`src/rtl/glb_read_dma.sv`:
```
// Streams a byte range from the GLB into a small output FIFO, then presents it as 32-bit words on a valid/ready port.
// Optional m_last output when GLB_READ_LAST_EN is defined.
module glb_read_dma #(
    parameter int ADDR_WIDTH = 32,
    parameter int LEN_WIDTH  = 16,
    parameter int FIFO_DEPTH = 4
) (
    input  logic                  clk,
    input  logic                  rst,
    input  logic                  start,
    input  logic [ADDR_WIDTH-1:0] base_addr,
    input  logic [LEN_WIDTH-1:0]  byte_len,
    output logic                  busy,
    output logic                  done,
    output logic [3:0]            glb_re,
    output logic [ADDR_WIDTH-1:0] glb_raddr,
    input  logic [31:0]           glb_dout,
    output logic                  m_valid,
    input  logic                  m_ready,
`ifdef GLB_READ_LAST_EN
    output logic                  m_last,
`endif
    output logic [31:0]           m_data
);

    localparam int PW = $clog2(FIFO_DEPTH);
    localparam int CW = PW + 1;

    localparam logic [1:0] S_IDLE  = 2'd0;
    localparam logic [1:0] S_READ  = 2'd1;
    localparam logic [1:0] S_DRAIN = 2'd2;
    localparam logic [1:0] S_DONE  = 2'd3;

    logic [1:0]            state;
    logic [ADDR_WIDTH-1:0] addr_q;
    logic [LEN_WIDTH-1:0]  rem_q;
    logic                  inflight_q;
    logic [31:0]           mem [FIFO_DEPTH];
    logic [PW-1:0]         wr_ptr;
    logic [PW-1:0]         rd_ptr;
    logic [CW-1:0]         count;
    logic [CW-1:0]         count_nxt;
    logic                  issue;
    logic                  last_read;
    logic                  push;
    logic                  pop;
    logic [LEN_WIDTH-1:0]  step;

    // Reads in flight reserve a FIFO slot so a returning word always has room.
    assign issue     = (state == S_READ) && ((count + CW'(inflight_q)) < CW'(FIFO_DEPTH));
    assign last_read = rem_q <= LEN_WIDTH'(4);
    assign step      = last_read ? rem_q : LEN_WIDTH'(4);
    assign push      = inflight_q;
    assign pop       = m_valid && m_ready;
    assign count_nxt = count + CW'(push) - CW'(pop);

    always_comb begin
        glb_re = 4'b0000;
        if (issue) begin
            if (!last_read || rem_q == LEN_WIDTH'(4)) begin
                glb_re = 4'b1111;
            end else begin
                case (rem_q[1:0])
                    2'd3:    glb_re = 4'b0111;
                    2'd2:    glb_re = 4'b0011;
                    default: glb_re = 4'b0001;
                endcase
            end
        end
    end

    assign glb_raddr = addr_q;
    assign busy      = (state == S_READ) || (state == S_DRAIN);
    assign done      = (state == S_DONE);
    assign m_valid   = (count != '0);
    assign m_data    = m_valid ? mem[rd_ptr] : 32'h0;

    always_ff @(posedge clk or posedge rst) begin
        if (rst) begin
            state      <= S_IDLE;
            addr_q     <= '0;
            rem_q      <= '0;
            inflight_q <= 1'b0;
        end else begin
            inflight_q <= issue;
            case (state)
                S_IDLE: begin
                    if (start) begin
                        addr_q <= base_addr;
                        rem_q  <= byte_len;
                        state  <= (byte_len == '0) ? S_DONE : S_READ;
                    end
                end
                S_READ: begin
                    if (issue) begin
                        addr_q <= addr_q + ADDR_WIDTH'(4);
                        rem_q  <= rem_q - step;
                        if (last_read) state <= S_DRAIN;
                    end
                end
                // Finish as soon as the final word leaves, so done follows the last pop by one cycle.
                S_DRAIN: begin
                    if (count_nxt == '0 && !inflight_q) state <= S_DONE;
                end
                default: state <= S_IDLE;
            endcase
        end
    end

    always_ff @(posedge clk or posedge rst) begin
        if (rst) begin
            wr_ptr <= '0;
            rd_ptr <= '0;
            count  <= '0;
        end else begin
            if (push) wr_ptr <= wr_ptr + PW'(1);
            if (pop)  rd_ptr <= rd_ptr + PW'(1);
            count <= count_nxt;
        end
    end

    always_ff @(posedge clk) begin
        if (push) mem[wr_ptr] <= glb_dout;
    end

`ifdef GLB_READ_LAST_EN
    logic inflight_last_q;
    logic last_mem [FIFO_DEPTH];

    always_ff @(posedge clk or posedge rst) begin
        if (rst) inflight_last_q <= 1'b0;
        else     inflight_last_q <= issue && last_read;
    end

    always_ff @(posedge clk) begin
        if (push) last_mem[wr_ptr] <= inflight_last_q;
    end

    assign m_last = m_valid && last_mem[rd_ptr];
`endif

endmodule

```
`config.mk`:
```
export PLATFORM = sky130hd
export DESIGN_NAME = glb_read_dma
export DESIGN_NICKNAME = d
export VERILOG_FILES = /design/src/rtl/glb_read_dma.sv
export SDC_FILE = /design/constraint.sdc
export NUM_CORES = 1
export LEC_CHECK = 0
export BUFFER_PORTS_ARGS = -buffer_cell sky130_fd_sc_hd__buf_2
export CORE_MARGIN = 2
export CORE_UTILIZATION = 31
export CTS_CLUSTER_DIAMETER = 200
export CTS_CLUSTER_SIZE = 28
export DETAILED_ROUTE_END_ITERATION = 16
export GPL_ROUTABILITY_DRIVEN = 0
export PLACE_DENSITY = 0.48
export SYNTH_ARGS = -nofsm -noshare
export SYNTH_HDL_FRONTEND = slang
export SYNTH_SLANG_ARGS = --single-unit
```
`constraint.sdc`:
```
create_clock -name clk -period 5.2 [get_ports clk]
set_clock_uncertainty 0.15 [all_clocks]
set_input_delay 1.04 -clock clk [delete_from_list [all_inputs] [get_ports clk]]
set_output_delay 1.04 -clock clk [all_outputs]
set_load 0.02 [all_outputs]
```
# Word level (Yosys, flattened, before mapping)
# Memories as Yosys holds them, arrays and structs flattened.
# Cells that the tools add are included.
word_totals:
  ff_bits: 58
  latchBits: 0
  ramBits: 128
  rom_bits: 0
  input_bits: 84
  output_inout_bits: 71
  word_cells: 59
  n_memories: 1
mem_list:
  columns: ["memory", "depth", "width", "rd", "rd_clocked_by_memory_dff", "write_ports", "line_no", "source"]
  rows:
  - ["mem", 4, 32, 1, 0, 1, "38", "logic [31:0] mem [FIFO_DEPTH];"]
op_classes:
  n_addsub: 6
  multipliers: 0
  div: 0
  magnitude_cmp: 2
  n_eq_ne: 10
  shift: 0
  muxes: 19
  n_bitwise: 0
  n_reduce_logical: 14
ops:
  columns: ["cell", "count"]
  rows:
  - ["2-to-1 mux 32 bit", 3]
  - ["one-hot mux 32 bit (2 select lines)", 1]
  - ["2-to-1 mux 16 bit", 3]
  - ["adder 32 x 3 -> 32 bit, second input constant", 1]
  - ["one-hot mux 16 bit (2 select lines)", 1]
  - ["== test 16 x 3 -> 1 bit, second input constant", 1]
  - ["less-or-equal comparator 16 x 3 -> 1 bit, second input constant", 1]
  - ["logical NOT 16 bit", 1]
  - ["subtractor 16 bit", 1]
  - ["2-to-1 mux 2 bit", 5]
  - ["== test 2 bit, second input constant", 4]
  - ["2-to-1 mux 4 bit", 2]
  - ["!= test 2 bit, second input constant", 3]
  - ["one-hot mux 2 bit (3 select lines)", 1]
  - ["one-hot mux 3 bit (2 select lines)", 1]
  - ["adder 2 x 1 -> 2 bit, second input constant", 2]
  - ["AND reduction 4 bit", 1]
  - ["adder 3 x 1 -> 3 bit", 1]
  - ["logical AND 1 bit", 3]
  - ["logical NOT 3 bit", 1]
  - ["less-than comparator 3 bit, second input constant", 1]
  - ["AND reduction 3 bit", 1]
  - ["nonzero test 3 bit", 1]
  - ["subtractor 3 x 1 -> 3 bit", 1]
  - ["7 further kinds", 10]

# Logic depth before layout (Yosys ltp)
# Gate-level depths: netlist of the first run.
depth:
  ltp_word: 7
  ltp_mapped: 10
  ltp_nobuf: 10

# Worst setup path after synthesis of the first run
# Ideal clock, no wire load.
synth_timing:
  path_kind: "register to output"
  startpoint: "reg inflight_q"
  endpoint: "out glb_re[1]"
  t_arrival_ps: 1722
  required_ps: 4010
  path_slack_ps: 2288
  path_stages_with_launch: 6
  path_buffers: 0
  cell_sequence: "dfrtp_1 -> ha_1 -> ha_1 -> xnor2_1 -> nand2_1 -> a21oi_1"
synth_between:
  elab_chain_len: 4
synth_rtl:
  columns: ["item", "line_no", "source"]
  rows:
  - ["start, declared", "37", "logic inflight_q;"]
  - ["start signal, assigned", "85", "inflight_q <= issue;"]
  - ["adder 3 x 1 -> 3 bit", "50", "assign issue = (state == S_READ) && ((count + CW'(inflight_q)) < CW'(FIFO_DEPTH));"]
  - ["less-than comparator 3 bit", "50", null]
  - ["logical AND 1 bit", "50", null]
  - ["2-to-1 mux 4 bit", "59", "if (issue) begin"]
  - ["end, declared", "15", "output logic [3:0] glb_re,"]
# No other way between the ends.

# Final worst setup path of the first run
layout_timing:
  startpoint: "reg rd_ptr[0]"
  endpoint: "out m_data[29]"
layout_between:
  elab_chain_len: 2
layout_rtl:
  columns: ["item", "line_no", "source"]
  rows:
  - ["start, declared", "40", "logic [PW-1:0] rd_ptr;"]
  - ["start signal, assigned", "117", "if (pop) rd_ptr <= rd_ptr + PW'(1);"]
  - ["memory read (4 x 32 bit)", null, null]
  - ["2-to-1 mux 32 bit", "76", "assign m_data = m_valid ? mem[rd_ptr] : 32'h0;"]
  - ["end, declared", "23", "output logic [31:0] m_data"]
# No other way between the ends.

==> impl_metrics.toml, run 1 <==
[placement]
dp.final_hpwl_um = 14300
dpl_cell_area_sq_mm = 0.00978
io_buffers = 154
placed_cells = 1148

[power]
power_density_mw_per_mm2 = 610
seqPwrFrac_pct = 37.1
max-vdd-ir-drop_v = 0.000251
p_leak_nw = 3.98
p_int_mw = 3.68
switching_power_mw = 2.66
p_sw_share_pct = 42.0
combPwrFrac_pct = 42.0
power_frac_clock_pct = 20.9

[cts]
clk_pin_slew_worst_paths_ns = 0.08
htreeDepth = 4
cts-buffers-inserted = 17
post_cts_buffers = 0
clockBufferDepth = 2
cts_tree = "yes"
holdBufCountCts = 0
cts.sinks = 186
cts_root_buf = "clkbuf_16"
cts_resized = 0
clk_latency_ns = 0.43

[floorplanning]
row_count = 60
core-area_sq_mm = 0.0271
pin_count = 155
start_util_pct = 31.7
die_h_um = 171
die_x_um = 171
die_area_sq_mm = 0.0291

[critical_path]
critical_path.startpoint_type = "flip-flop"
worstPathRequired_ns = 4.01
cp_data_arrival_time_ns = 2.49
path_max_fanout = 20
crit_type = "flip-flop to primary output"
end_kind = "primary output"

[layout]
final_area_sq_mm = 0.0104
drive_gt1_share_pct = 30.6
layout.nets = 894
finalNonFillerCells = 1184
synthToLayoutAreaGrowth_pct = 21.1
fillers = 2607

[synth]
synth_most_common_cell = "edfxtp_1"
synth_area_per_cell_sq_um = 13.3
syn_area_sq_mm = 0.00860
synth.net_count = 744
synth.area.top_cells = "edfxtp_1 45%, dfrtp_1 17%, mux4_2 8.4%"
ys_ff_latch = 186
syn_inst = 645
yosysWarnings = 0
ys_types = 65
yosysTopAreaCell = "edfxtp_1"
synth_edf_count = 128
synth-async-reset-ratio_pct = 31.2
synthDominantCellAreaShare_pct = 44.7
synthTopCellsByCount = "128 x edfxtp_1, 67 x nand2_1, 58 x dfrtp_1, 39 x and2_1, 32 x mux4_2"
synth-main-ff-cell = "edfxtp_1"
ys_seq_area_share_pct = 61.6

[route]
drtPass1Iterations = 5
wire_per_inst_um = 18.4
wl_met1_um = 9960
final_antenna_net_count = 0
dr_wl_met2_um = 10000
drc = 0
postRouteWirelength_um = 21700
num_vias = 5877
maxUsedRoutingLayer = "met5"
via_per_inst = 4.96
wl_met3_um = 1460
drtIter0Drc = 368

[sta]
finalSetupViolCount = 0
drv_slew = 0
post-route-min-period_ns = 3.68
min_period_over_period_pct = 70.7
max_freq_mhz = 272
hold_ws_ns = 0.347
relSlewSlack_pct = 24.3
rsz0062_at_grt = "false"
hold_viol = 0
worst_slew_pin_slew_ns = 1.14
fin_tns_setup_ns = 0

[hold_path]
holdCritPathClass = "flip-flop to flip-flop"

[flow_run]
maxCapViolCount = 0

[grt]
grt_use_total_pct = 15.4
grt-ovfl-total = 0
grt_max_degree = 40
grt_pass1_vias = 5996
antenna_found_initial = 7
grt_pass1_wl_um = 34300

[status]
status = "finished, final reports clean"
==> worst max-delay path, stage by stage, from the launching register on <==
cell and delay [ns]:
dfrtp_2 0.69, buf_4 0.47, mux4_2 0.55, and2_1 0.18, buf_2 0.16
==> state kept, by name (all words and copies together), names as in the netlist <==
name,count
rem_q,16
glb_raddr,32
wr_ptr,2
state,2
inflight_q,1
count,3
rd_ptr,2
mem,128
==> worst paths after layout <==
check,startpoint,endpoint,slack [ns],depth (start not counted)
min reg2reg,glb_raddr[1],glb_raddr[1],0.35,2
max in group asynchronous,rst,rem_q[3],3.47,3
min in group asynchronous,rst,wr_ptr[1],0.51,2
max,rd_ptr[0],m_data[29],1.52,4
max reg2reg,inflight_q,rem_q[6],1.90,7
min,glb_raddr[1],glb_raddr[1],0.35,2
==> layer usage <==
metal	vias to the layer above	GRT usage, %
met1	2874	21.3
met2	190	23.8
li1	2783	-
met3	24	4.49
met5	-	0
met4	6	3.86
==> layout make-up <==
cell class / count / area (sq um) / share of cell area [%]
Antenna cell: 4 / 10.0 / 0.0962
Clock buffer: 17 / 425 / 4.09
Clock inverter: 15 / 191 / 1.84
Inverter: 16 / 60.1 / 0.577
Multi-Input combinational cell: 407 / 3090 / 29.7
Sequential cell: 186 / 5300 / 50.9
Tap cell: 372 / 465 / 4.47
Timing Repair Buffer: 167 / 868 / 8.34
==> cells in the final DEF, fill, tap and decap left out, types with 7 or more instances in the layout <==
cell type and n:
buf_2 154, edfxtp_1 128, nand2_1 67, dfrtp_1 56
and2_1 39, mux4_2 32, o21ai_0 28, a21oi_1 27
nand3_1 22, nor2_1 22, clkbuf_16 17, inv_1 15
ha_1 15, nand4_1 14, buf_4 13, nor3_1 12
mux2i_1 12, o22ai_1 9, a32oi_1 8, and3_1 8
a31oi_1 7
==> power groups by stage <==
stage	combinational (mW)	sequential, mW	clock [mW]
after floorplan	1.89	2.33	0
after global placement	2.69	2.39	0
after detailed placement	2.71	2.39	0
after CTS	2.71	2.36	1.37
after global routing	2.94	2.42	1.42
final	2.67	2.35	1.32
==> stage by stage <==
| step | power, mW | setup slack (ns) | utilization [%] |
|---|---|---|---|
| after floorplan | 4.22 | 2.29 | - |
| after global placement | 5.08 | 1.92 | 36.1 |
| after detailed placement | 5.09 | 1.88 | 36.1 |
| after CTS | 6.43 | 1.41 | 38.4 |
| after global routing | 6.77 | 1.31 | 38.4 |
| final | 6.35 | 1.52 | 38.4 |
==> logic make-up after synthesis <==
kind of cell	synth area share [%]
compound gates	9.90
xor+xnor	0.917
fa+ha+maj	2.18
buf+inv	2.50
flops	61.6
mux	9.78
other cells	0.0436
simple gates	13.1
(Power assumes the default switching activity.)
==> run 2: changes to the inputs <==
--- a/config.mk
+++ b/config.mk
@@ -12,7 +12,7 @@
 export CTS_CLUSTER_SIZE = 28
 export DETAILED_ROUTE_END_ITERATION = 16
 export GPL_ROUTABILITY_DRIVEN = 0
-export PLACE_DENSITY = 0.48
+export PLACE_DENSITY = 0.5
 export SYNTH_ARGS = -nofsm -noshare
 export SYNTH_HDL_FRONTEND = slang
 export SYNTH_SLANG_ARGS = --single-unit
==> constraint.sdc (replaced) <==
create_clock -name clk -period 3.2 [get_ports clk]
set_clock_uncertainty 0.15 [all_clocks]
set_input_delay 0.64 -clock clk [delete_from_list [all_inputs] [get_ports clk]]
set_output_delay 0.64 -clock clk [all_outputs]
set_load 0.02 [all_outputs]
==> run 2 against run 1 <==
  * Clock power grew 59%
  * Cell area is 1.1% higher
  * Routed wire length fell by 1.2%
  * Total power grew 65%
  * Sequential power is 57% higher
  * Worst hold slack worse by 0.23 ns
  * First-iteration DRC count increased by 10%
  * Die area stayed put
  * Worst setup slack got worse by 1.4 ns
  * Combinational power increased by 75%
  * Core utilization rose by 0.42 points
  * Largest cell class unchanged
==> impl_metrics.toml, run 2 (synthesized netlist as in run 1, its figures left out) <==
[critical_path]
path_cells = "nor3_1 > and4bb_2 > and3_1 > a21oi_1 > buf_2"
worstPathRequired_ns = 2.41
critical_path.startpoint_type = "flip-flop"
path_max_fanout = 6
end_kind = "primary output"
crit_type = "flip-flop to primary output"
cpMaxStageDelayCell = "nor3_1"
cpPeakStageDelay_ns = 0.47
worst-r2r-setup-slack_ns = 0.26
cp_data_arrival_time_ns = 2.31

[layout]
finalNonFillerCells = 1194
final_common_cell = "buf_2"
final_cell_mix = "154 x buf_2, 128 x edfxtp_1, 67 x nand2_1"
top_register = "mem"
drive_gt1_share_pct = 31.7
synthToLayoutAreaGrowth_pct = 22.4
largest_reg_flops = 128
layout.nets = 907

[floorplanning]
row_count = 60
core-area_sq_mm = 0.0271
die_area_sq_mm = 0.0291
pin_count = 155
die_x_um = 171
die_h_um = 171
start_util_pct = 31.7

[flow_run]
maxCapViolCount = 0

[power]
power_frac_clock_pct = 20.1
p_int_mw = 6.12
p_sw_share_pct = 41.5
combPwrFrac_pct = 44.6
power_density_mw_per_mm2 = 995
max-vdd-ir-drop_v = 0.000553
seqPwrFrac_pct = 35.3
switching_power_mw = 4.35
p_leak_nw = 4.05

[route]
postRouteWirelength_um = 21500
num_vias = 5996
wire_per_inst_um = 18.0
final_antenna_net_count = 0
drc = 0
drtPass1Iterations = 5
drtIter0Drc = 405
via_per_inst = 5.02

[sta]
rsz0062_at_grt = "false"
drv_slew = 0
post-route-min-period_ns = 3.10
min_period_over_period_pct = 96.8
max_freq_mhz = 323
worst_slew_pin_slew_ns = 0.744
fin_tns_setup_ns = 0
relSlewSlack_pct = 50.0
finalSetupViolCount = 0
hold_viol = 0

[cts]
htreeDepth = 4
clk_pin_slew_worst_paths_ns = 0.08
cts_root_buf = "clkbuf_16"
cts_tree = "yes"
post_cts_buffers = 0
clk_latency_ns = 0.44
clockBufferDepth = 2
cts-buffers-inserted = 17
cts.sinks = 186

[grt]
grt_pass1_vias = 5772
antenna_found_initial = 2
grt_pass1_wl_um = 33200
grt_max_degree = 36
grt_use_total_pct = 15.1
grt-ovfl-total = 0

[status]
status = "finished, final reports clean"

[hold_path]
holdCritPathClass = "primary input to async pin"

[placement]
dp.final_hpwl_um = 14000
placed_cells = 1161
io_buffers = 154
[run 2: area by class of cell]
cell class	instances	area, sq um
tap	372	465
clock inverter	14	156
antenna	1	2.50
sequential	186	5300
multi-input combinational	407	3090
fill	2631	16600
clock buffer	18	429
timing repair buffer	180	1020
inverter	16	60.1
[run 2: worst paths after layout]
kind	start	end	cells past startpoint
max in group asynchronous	rst	rd_ptr[0]	3
worst max-delay path	rem_q[8]	glb_re[2]	5
worst min register to register	rd_ptr[1]	rd_ptr[1]	1
min in group clk	glb_dout[16]	mem[1][16]	1
worst max register to register	rem_q[3]	rem_q[6]	9
worst min-delay path	rst	glb_raddr[5]	2
[run 2: worst max-delay path: cells and delay by family, from the launching register on]
family / cells / cell delay, ns
DFF: 1 / 0.42
AOI/OAI and AO/OA: 1 / 0.13
and+or+nand+nor: 3 / 1.15
buffers and inverters: 1 / 0.18
[run 2: repair_timing]
item / in CTS / in global routing
hold buffers: 0 / 0
resized for setup: 0 / 2
endpoints found under the setup margin: 0 / 2
[run 2: per-stage QoR]
| stage | util, % | hold slack [ns] | instance area (sq um) | power (mW) | setup WS, ns |
|---|---|---|---|---|---|
| CTS | 38.8 | 0.113 | 10500 | 10.6 | 0.0707 |
| finish | 38.8 | 0.115 | 10500 | 10.5 | 0.102 |
| global placement | 36.6 | 0.311 | 9930 | 8.45 | 0.327 |
| floorplan | - | 0.344 | 8600 | 6.85 | 0.407 |
| global route | 38.8 | 0.135 | 10500 | 11.2 | 0.00602 |
| detailed placement | 36.6 | 0.313 | 9930 | 8.47 | 0.317 |
[run 2: metal layers]
metal  GRT usage [%]  vias up  wire length (um)
li1                -     2808                 -
met1            20.9     2990             10000
met4            3.46        2               150
met2            24.1      186             10000
met5               0        -                13
met3            3.54       10              1240
[run 2: power by group through the flow]
| stage | clock [mW] | sequential [mW] | combinational [mW] |
|---|---|---|---|
| after floorplan | 0 | 3.78 | 3.07 |
| after global placement | 0 | 3.74 | 4.70 |
| after detailed placement | 0 | 3.74 | 4.73 |
| after CTS | 2.16 | 3.69 | 4.74 |
| after global routing | 2.27 | 3.79 | 5.13 |
| final | 2.10 | 3.70 | 4.67 |
==> run 3: changes to the inputs <==
--- a/config.mk
+++ b/config.mk
@@ -6,13 +6,14 @@
 export NUM_CORES = 1
 export LEC_CHECK = 0
 export BUFFER_PORTS_ARGS = -buffer_cell sky130_fd_sc_hd__buf_2
+export CORE_ASPECT_RATIO = 0.9
 export CORE_MARGIN = 2
 export CORE_UTILIZATION = 31
 export CTS_CLUSTER_DIAMETER = 200
 export CTS_CLUSTER_SIZE = 28
 export DETAILED_ROUTE_END_ITERATION = 16
 export GPL_ROUTABILITY_DRIVEN = 0
-export PLACE_DENSITY = 0.5
+export PLACE_DENSITY = 0.48
 export SYNTH_ARGS = -nofsm -noshare
 export SYNTH_HDL_FRONTEND = slang
 export SYNTH_SLANG_ARGS = --single-unit
==> constraint.sdc (replaced) <==
create_clock -name clk -period 3.65 [get_ports clk]
set_clock_uncertainty 0.15 [all_clocks]
set_input_delay 0.73 -clock clk [delete_from_list [all_inputs] [get_ports clk]]
set_output_delay 0.73 -clock clk [all_outputs]
set_load 0.02 [all_outputs]
==> run 3 against run 2 <==
  * Worst hold slack improved by 0.11 ns
  * Worst setup slack better by 0.19 ns
  * Sequential share of layout area rose by 0.53 points
  * Clock power is 12% lower
  * Highest routed layer unchanged
==> impl_metrics.toml, run 3 (synthesized netlist as in run 1, its figures left out) <==
[layout]
final_common_cell = "buf_2"
top_register = "mem"
register_area_sq_mm = 0.00530
drive_gt1_share_pct = 31.1
multi_input_comb_area_sq_mm = 0.00309
fillers = 2674
final_cell_mix = "154 x buf_2, 128 x edfxtp_1, 67 x nand2_1"
layout.nets = 903
final_area_sq_mm = 0.0104
largest_reg_flops = 128
synthToLayoutAreaGrowth_pct = 21.1

[route]
wire_per_inst_um = 19.0
via_per_inst = 5.09
maxUsedRoutingLayer = "met5"
drtPass1Iterations = 5
wl_met1_um = 10400
drc = 0
postRouteWirelength_um = 22300
final_antenna_net_count = 0
num_vias = 5969
wl_met3_um = 1520
dr_wl_met2_um = 10100
drtIter0Drc = 309

[sta]
rsz0062_at_grt = "false"
relSlewSlack_pct = 53.1
max_freq_mhz = 298
finalSetupViolCount = 0
setup_ws_ns = 0.295
fin_tns_setup_ns = 0
hold_viol = 0
worst_slew_pin_slew_ns = 0.702
drv_slew = 0
min_period_over_period_pct = 91.9
post-route-min-period_ns = 3.35

[cts]
post_cts_buffers = 0
clk_latency_ns = 0.44
clockBufferDepth = 2
htreeDepth = 4
cts.sinks = 186
clk_pin_slew_worst_paths_ns = 0.09
cts-buffers-inserted = 17
cts_root_buf = "clkbuf_16"
cts_resized = 0
holdBufCountCts = 0
cts_tree = "yes"

[grt]
grt_use_total_pct = 15.6
antenna_found_initial = 6
grt_pass1_vias = 6019
grt_pass1_wl_um = 34900
grt_max_degree = 40
grt-ovfl-total = 0

[critical_path]
cp_data_arrival_time_ns = 2.47
worstPathRequired_ns = 2.77
crit_type = "flip-flop to primary output"
worst-r2r-setup-slack_ns = 0.54
end_kind = "primary output"
critical_path.startpoint_type = "flip-flop"
critPathCapture = "glb_re[2]"
r2r_end = "rem_q[6]"
r2r_start = "rem_q[3]"
startpoint = "inflight_q"
r2r_cells = 9
path_max_fanout = 9

[power]
max-vdd-ir-drop_v = 0.000371
p_leak_nw = 4.01
power_density_mw_per_mm2 = 872

[floorplanning]
row_count = 57
die_h_um = 162
die_area_sq_mm = 0.0291
core-area_sq_mm = 0.0271
pin_count = 155
start_util_pct = 31.7
die_x_um = 180

[flow_run]
maxCapViolCount = 0

[hold_path]
holdCritPathClass = "primary input to async pin"

[placement]
dp.final_hpwl_um = 14600
dpl_cell_area_sq_mm = 0.00983
pre_cts_ws_ns = 0.596
io_buffers = 154

[status]
status = "finished, final reports clean"
==> run 3: cell count changes in the layout (fill, tap and decap cells not counted), sizes merged <==
| cell | previous run | this run |
|---|---|---|
| inv | 23 | 24 |
| buf | 180 | 176 |
| clkinvlp | 0 | 1 |
| clkinv | 7 | 5 |
==> run 3: worst min-delay path by stage <==
stage                   end  cells after the start          from
6_report       glb_raddr[1]                      2           rst
5_1_grt        glb_raddr[1]                      2           rst
4_1_cts        glb_raddr[1]                      2           rst
3_5_place_dp   glb_raddr[1]                      2  glb_raddr[1]
3_3_place_gp   glb_raddr[1]                      2  glb_raddr[1]
2_1_floorplan     wr_ptr[0]                      1     wr_ptr[0]
==> run 3: cell type report <==
class	count	share of cell area (%)
flip-flops and latches	186	50.9
multi-input cells	407	29.7
repair buffers	176	8.99
well taps	354	4.26
clock buffers	18	4.12
clock inverters	14	1.45
inverters	16	0.577
diodes	1	0.0240
==> run 3: routing by layer <==
metal / up-vias / GRT usage (%)
li1: 2806 / -
met1: 2939 / 21.0
met2: 195 / 24.4
met3: 21 / 5.00
met4: 8 / 3.84
met5: - / 0
==> run 3: power by group <==
part	total, mW	internal (mW)	switching [mW]
sequential	3.21	2.77	0.447
combinational	4.03	1.59	2.44
clock	1.84	0.917	0.920
==> run 3: through the flow <==
| stage | utilization [%] | hold slack [ns] | power, mW | std cells |
|---|---|---|---|---|
| after floorplan | - | 0.344 | 6.01 | 645 |
| after global placement | 36.3 | 0.314 | 7.32 | 1139 |
| after detailed placement | 36.3 | 0.328 | 7.34 | 1139 |
| after CTS | 38.4 | 0.242 | 9.21 | 1171 |
| after global routing | 38.4 | 0.275 | 9.71 | 1171 |
| final | 38.4 | 0.225 | 9.08 | 1172 |
==> run 3: critical path: stages, from the launching register on <==
cell	delay [ns]
dfrtp_1	0.48
ha_1	0.24
ha_1	0.21
xnor2_1	0.50
nand2_1	0.22
a21oi_1	0.18
buf_2	0.19
